<file path="config.mk">
export PLATFORM = sky130hd
export DESIGN_NAME = osc_gen
export DESIGN_NICKNAME = d
export VERILOG_FILES = /design/src/rtl/osc_gen.sv
export SDC_FILE = /design/constraint.sdc
export NUM_CORES = 1
export LEC_CHECK = 0
export ABC_AREA = 1
export CAP_MARGIN = 30
export CORE_MARGIN = 4
export CORE_UTILIZATION = 40
export DETAILED_ROUTE_END_ITERATION = 8
export PLACE_DENSITY_LB_ADDON = 0.05
export SETUP_SLACK_MARGIN = 0.5
export SLEW_MARGIN = 25
export SYNTH_ARGS = -nofsm -noshare
export SYNTH_HDL_FRONTEND = slang
export SYNTH_SLANG_ARGS = --single-unit
</file>
<file path="constraint.sdc">
create_clock -name emu_clk -period 3.2 [get_ports emu_clk]
set_input_delay 0.32 -clock emu_clk [delete_from_list [all_inputs] [get_ports emu_clk]]
set_output_delay 0.32 -clock emu_clk [all_outputs]
set_load 0.02 [all_outputs]
</file>
<file path="src/rtl/osc_gen.sv">
`default_nettype none
// ============================================================================
// Module   : osc_gen
// Brief    : Emulator oscillator; square wave on clk_o with programmable low
//            and high durations in emulated time, requesting timesteps that
//            land exactly on its next edge. Optional rising-edge counter is
//            enabled by defining OSC_GEN_CYCLE_CNT_EN.
// Revision : 1.0 - initial release
// ============================================================================
module osc_gen #(
    parameter int                  DT_WIDTH  = 27,
    parameter logic [DT_WIDTH-1:0] DT_MAX    = {DT_WIDTH{1'b1}},
    parameter int                  CNT_WIDTH = 32
) (
    input  logic                 emu_clk,
    input  logic                 emu_rst_n,
    input  logic                 en_i,
    input  logic [DT_WIDTH-1:0]  t_lo_i,
    input  logic [DT_WIDTH-1:0]  t_hi_i,
    input  logic [DT_WIDTH-1:0]  emu_dt_i,
    output logic [DT_WIDTH-1:0]  dt_req_o,
    output logic                 clk_o,
    output logic                 edge_o,
    output logic                 err_o,
    output logic [CNT_WIDTH-1:0] cycle_cnt_o
);

    typedef enum logic [1:0] {
        S_IDLE = 2'd0,
        S_LO   = 2'd1,
        S_HI   = 2'd2
    } state_t;

    localparam logic [DT_WIDTH-1:0] c_DT_ONE = {{(DT_WIDTH-1){1'b0}}, 1'b1};

    state_t              r_state;
    state_t              w_state_nxt;
    logic [DT_WIDTH-1:0] r_t_rem;
    logic [DT_WIDTH-1:0] w_t_rem_nxt;
    logic [DT_WIDTH-1:0] w_t_lo;
    logic [DT_WIDTH-1:0] w_t_hi;
    logic                r_clk;
    logic                w_clk_nxt;
    logic                r_edge;
    logic                w_edge_nxt;
    logic                r_err;
    logic                w_err_nxt;

    // A zero duration would stall emulated time, so it is clamped to one unit.
    assign w_t_lo = (t_lo_i == '0) ? c_DT_ONE : t_lo_i;
    assign w_t_hi = (t_hi_i == '0) ? c_DT_ONE : t_hi_i;

    always_ff @(posedge emu_clk or negedge emu_rst_n) begin
        if (!emu_rst_n) begin
            r_state <= S_IDLE;
            r_t_rem <= '0;
            r_clk   <= 1'b0;
            r_edge  <= 1'b0;
            r_err   <= 1'b0;
        end else begin
            r_state <= w_state_nxt;
            r_t_rem <= w_t_rem_nxt;
            r_clk   <= w_clk_nxt;
            r_edge  <= w_edge_nxt;
            r_err   <= w_err_nxt;
        end
    end

    always_comb begin
        w_state_nxt = r_state;
        w_t_rem_nxt = r_t_rem;
        w_clk_nxt   = r_clk;
        w_edge_nxt  = 1'b0;
        w_err_nxt   = r_err;
        case (r_state)
            S_IDLE: begin
                if (en_i) begin
                    w_state_nxt = S_LO;
                    w_t_rem_nxt = w_t_lo;
                end
            end
            S_LO, S_HI: begin
                if (!en_i) begin
                    // Disable beats a coinciding edge; only a high output produces a pulse.
                    w_state_nxt = S_IDLE;
                    w_t_rem_nxt = '0;
                    w_clk_nxt   = 1'b0;
                    w_edge_nxt  = r_clk;
                end else if (emu_dt_i < r_t_rem) begin
                    w_t_rem_nxt = r_t_rem - emu_dt_i;
                end else begin
                    // Any overshoot is dropped: the new phase starts at the edge itself.
                    w_clk_nxt   = ~r_clk;
                    w_edge_nxt  = 1'b1;
                    if (emu_dt_i != r_t_rem) begin
                        w_err_nxt = 1'b1;
                    end
                    if (r_state == S_LO) begin
                        w_state_nxt = S_HI;
                        w_t_rem_nxt = w_t_hi;
                    end else begin
                        w_state_nxt = S_LO;
                        w_t_rem_nxt = w_t_lo;
                    end
                end
            end
            default: begin
                w_state_nxt = S_IDLE;
                w_t_rem_nxt = '0;
                w_clk_nxt   = 1'b0;
            end
        endcase
    end

    assign dt_req_o = ((r_state == S_LO) || (r_state == S_HI)) ? r_t_rem : DT_MAX;
    assign clk_o    = r_clk;
    assign edge_o   = r_edge;
    assign err_o    = r_err;

`ifdef OSC_GEN_CYCLE_CNT_EN
    logic                 w_rise;
    logic [CNT_WIDTH-1:0] r_cnt;

    assign w_rise = (r_state == S_LO) && (w_state_nxt == S_HI);

    always_ff @(posedge emu_clk or negedge emu_rst_n) begin
        if (!emu_rst_n) begin
            r_cnt <= '0;
        end else if (w_rise && (r_cnt != {CNT_WIDTH{1'b1}})) begin
            r_cnt <= r_cnt + {{(CNT_WIDTH-1){1'b0}}, 1'b1};
        end
    end

    assign cycle_cnt_o = r_cnt;
`else
    assign cycle_cnt_o = '0;
`endif

endmodule
`default_nettype wire

</file>
==> results by group <==
Pwr
  – P_int: 0.00269 W
  – Net Sw Power: 0.00326 W
  – Clock power share: 9.9%
  – Switching fraction of total power: 54.8%
  – LEAKAGE: 3.53 nW
  – Sequential Power Share: 12.9%
  – PwrDens: 943 mW/mm2
  – Peak supply drop: 0.000471 V
  – Combinational share of power: 77.2%

Floorplanning
  – I/O Pins: 146
  – Die area: 0.0142 mm2
  – Core area: 0.0121 mm2
  – Die height: 119 um
  – Row cnt: 40
  – Die width: 119 um
  – Initial Util: 41.1%

Clock network
  – Root buf cell: clkbuf_16
  – # clock sinks: 32
  – CTS tree: done
  – Clock Pin Slew Worst Setup and Hold Paths: 0.05 ns
  – Hold bufs inserted after CTS: 0
  – Setup bufs post-CTS: 0
  – Num CTS Buffers: 5
  – Clock buffer depth: 2
  – Post-CTS Resized: 0
  – Clock latency on the worst-skew pair: 0.28 ns
  – H-tree Lvls: 2

Timing
  – Worst Max-Slew Pin Slew: 0.720 ns
  – Worst slew margin: 51.7%
  – Hold WS: 0.452 ns
  – Setup TNS: 0 ns
  – RSZ-0062 raised after global routing: yes
  – Max frequency: 403 MHz
  – PnR worst setup slack: 0.720 ns
  – Slew Limit Fails: 0
  – Final setup violation count: 0
  – Hold Vio Cnt, Final: 0
  – Skew final: 0.00216 ns
  – Tcrit/Tclk final: 77.5%
  – Tmin final: 2.48 ns

Yosys
  – Synth Instances: 900
  – Distinct cell type count after synthesis: 37
  – Mean Syn Cell Area: 5.50 um2
  – Cell taking the most area after synthesis: nand2_1
  – Synthesized area: 0.00495 mm2
  – Ys async rst share: 100%
  – Share of the synthesized area in the top cell type: 28.3%
  – Yosys warnings: 0
  – Post-synth EDFFs: 0
  – Ys flop type: dfrtp_1
  – Top post-synthesis cells by area: nand2_1 28%, dfrtp_1 16%, inv_1 13%
  – Post-synthesis sequential area ratio: 16.2%
  – Yosys reg bits: 32

Layout
  – Final core utilization: 52.4%
  – Antenna Cells: 0
  – Non-filler cells, final: 1176
  – Share of cells above drive strength 1: 4.37%
  – Area Growth Syn to Fin: 27.5%
  – Fin nets: 1122

Placed design
  – GPL Wtd Cong: 0.929
  – Dpl ws: 0.324 ns
  – Dpl hpwl: 13.9 mm
  – Dpl cells: 1168
  – Port bufs: 113

Global routing
  – Tot GR Track Use: 22.8%
  – Initial antenna violation count: 0
  – Pin count of the biggest net entering global routing: 33
  – Gr ovfl total: 0
  – First-pass GRT wire length: 25.9 mm
  – Vias in the first global route: 5110

Setup path
  – CP top delay family: simple AND/OR/NAND/NOR gates
  – CP Launch Type: input pin
  – Crit path buf inv count: 2
  – Worst path cell trace: clkdlybuf4s50_1 -> inv_1 -> ha_1 -> nand2_1 -> nor2_1 -> nand2_1 -> nor2_2 -> nand4_2 -> and2_4 -> nand2_8 -> o21ai_0 -> nand2_1 -> nand2_1 -> nand2_1 -> nand2_1
  – Critical path data required time: 3.37 ns
  – Slowest cell delay on critical path: 0.45 ns
  – Most used cell, CP: nand2_1
  – Worst-path fanout max: 29
  – CP arrival: 2.65 ns
  – Crit. End Element: flip-flop
  – WS Path Type: input pin to flip-flop
  – Slowest library cell on the worst path: clkdlybuf4s50_1

Detailed routing
  – Antenna viol nets, final: 0
  – First-pass DRT Iterations: 5
  – Routed len/inst: 14.0 um
  – Total Wirelength: 16.4 mm
  – Vias/cell: 4.64
  – DR vias: 5454
  – Post-route DRC violation count: 0
  – DRT iter0 DRCs: 392

Run status
  – Outcome: finished, final reports clean

Min path
  – Min-Delay Path Class: input pin to async pin

Job
  – Max Cap Viol: 0
[per-stage QoR]
| step | total power [W] | area [um2] |
|---|---|---|
| 2_1_floorplan | 0.00377 | 5070 |
| 3_3_place_gp | 0.00533 | 6100 |
| 3_5_place_dp | 0.00531 | 6100 |
| 4_1_cts | 0.00592 | 6290 |
| 5_1_grt | 0.00653 | 6320 |
| 6_report | 0.00596 | 6320 |
[cell type report]
class / instances / area (um2)
fillers: 1347 / 5750
well taps: 168 / 210
flip-flops and latches: 32 / 801
multi-input cells: 679 / 3290
repair buffers: 120 / 1180
clock buffers: 7 / 153
clock inverters: 1 / 30.0
inverters: 169 / 647
[metal layers]
metal	vias up	GRT usage, %	share of wire [%]
met1	2371	32.9	48
met5	-	0	0
met4	0	6.30	1.7
li1	2884	-	-
met3	18	3.37	7.1
met2	181	35.3	43
[cell usage after synthesis (3+ instances only)]
cell type    n
a21oi_1     14
a22oi_1      9
buf_4       33
buf_6        4
clkbuf_1    11
dfrtp_1     32
ha_1        30
inv_1      167
mux2i_1      6
nand2_1    373
nand2_2     10
nand3_1     47
nand3b_1     4
nand4_1     13
nor2_1      60
nor2_2       3
nor2_4       4
nor3_1       3
o21ai_0     35
o21ai_1      9
o21bai_1     3
xnor2_1     11
[worst paths after layout]
check / startpoint / end / slack (ns) / cells after the start
setup reg to reg: r_t_rem[10]$_DFFE_PN0P_ / r_t_rem[22]$_DFFE_PN0P_ / 0.79 / 13
max in group asynchronous: emu_rst_n / r_t_rem[1]$_DFFE_PN0P_ / 2.43 / 2
hold reg to reg: r_t_rem[0]$_DFFE_PN0P_ / r_t_rem[0]$_DFFE_PN0P_ / 0.48 / 2
setup / recovery: emu_dt_i[23] / r_t_rem[22]$_DFFE_PN0P_ / 0.72 / 15
min in group emu_clk: r_t_rem[0]$_DFFE_PN0P_ / r_t_rem[0]$_DFFE_PN0P_ / 0.48 / 2
hold / removal: emu_rst_n / r_t_rem[23]$_DFFE_PN0P_ / 0.45 / 2
[sequential cells by signal (all words and copies together) (netlist names)]
register and cells:
err_o 1, r_state 2, clk_o 1, edge_o 1, r_t_rem 27
[cells by family (layout without fill, tap and decap cells)]
group | count (synthesis) | after routing | synth area share (%)
xor gates and xnor gates | 13 | 13 | 2.30
and+or+nand+nor | 525 | 525 | 44.1
other | 1 | 32 | 0.0757
AOI/OAI and AO/OA | 72 | 72 | 8.01
adders and majority gates | 31 | 31 | 7.98
buffers and inverters | 220 | 297 | 20.1
DFF | 32 | 32 | 16.2
muxes | 6 | 6 | 1.21
[cell usage in the layout (no fill, tap or decap), types with 2 or more instances in the layout]
master           instances
nand3b_1                 4
dfrtp_1                 32
ha_1                    28
nand2_1                373
nand2_2                 10
clkdlybuf4s50_1        113
o21ai_1                  9
clkbuf_16                5
nand3_1                 47
o21bai_1                 3
inv_1                  167
mux2i_1                  6
o21ai_0                 35
nor3_1                   3
nor2_2                   4
buf_4                    7
nor2_1                  59
a21oi_1                 13
a22oi_1                  9
and2_1                   2
ha_2                     2
xor2_1                   2
nor2_4                   4
nand4_1                 13
conb_1                  32
clkbuf_8                 2
xnor2_1                 11
[power by group through the flow]
| stage | registers, W | logic (W) | clock network [W] |
|---|---|---|---|
| after floorplan | 0.000694 | 0.00308 | 0 |
| after global placement | 0.000768 | 0.00457 | 0 |
| after detailed placement | 0.000770 | 0.00454 | 0 |
| after CTS | 0.000765 | 0.00456 | 0.000597 |
| after global routing | 0.000788 | 0.00513 | 0.000613 |
| final | 0.000770 | 0.00460 | 0.000589 |
No activity file was read; power rests on OpenSTA's default activity.
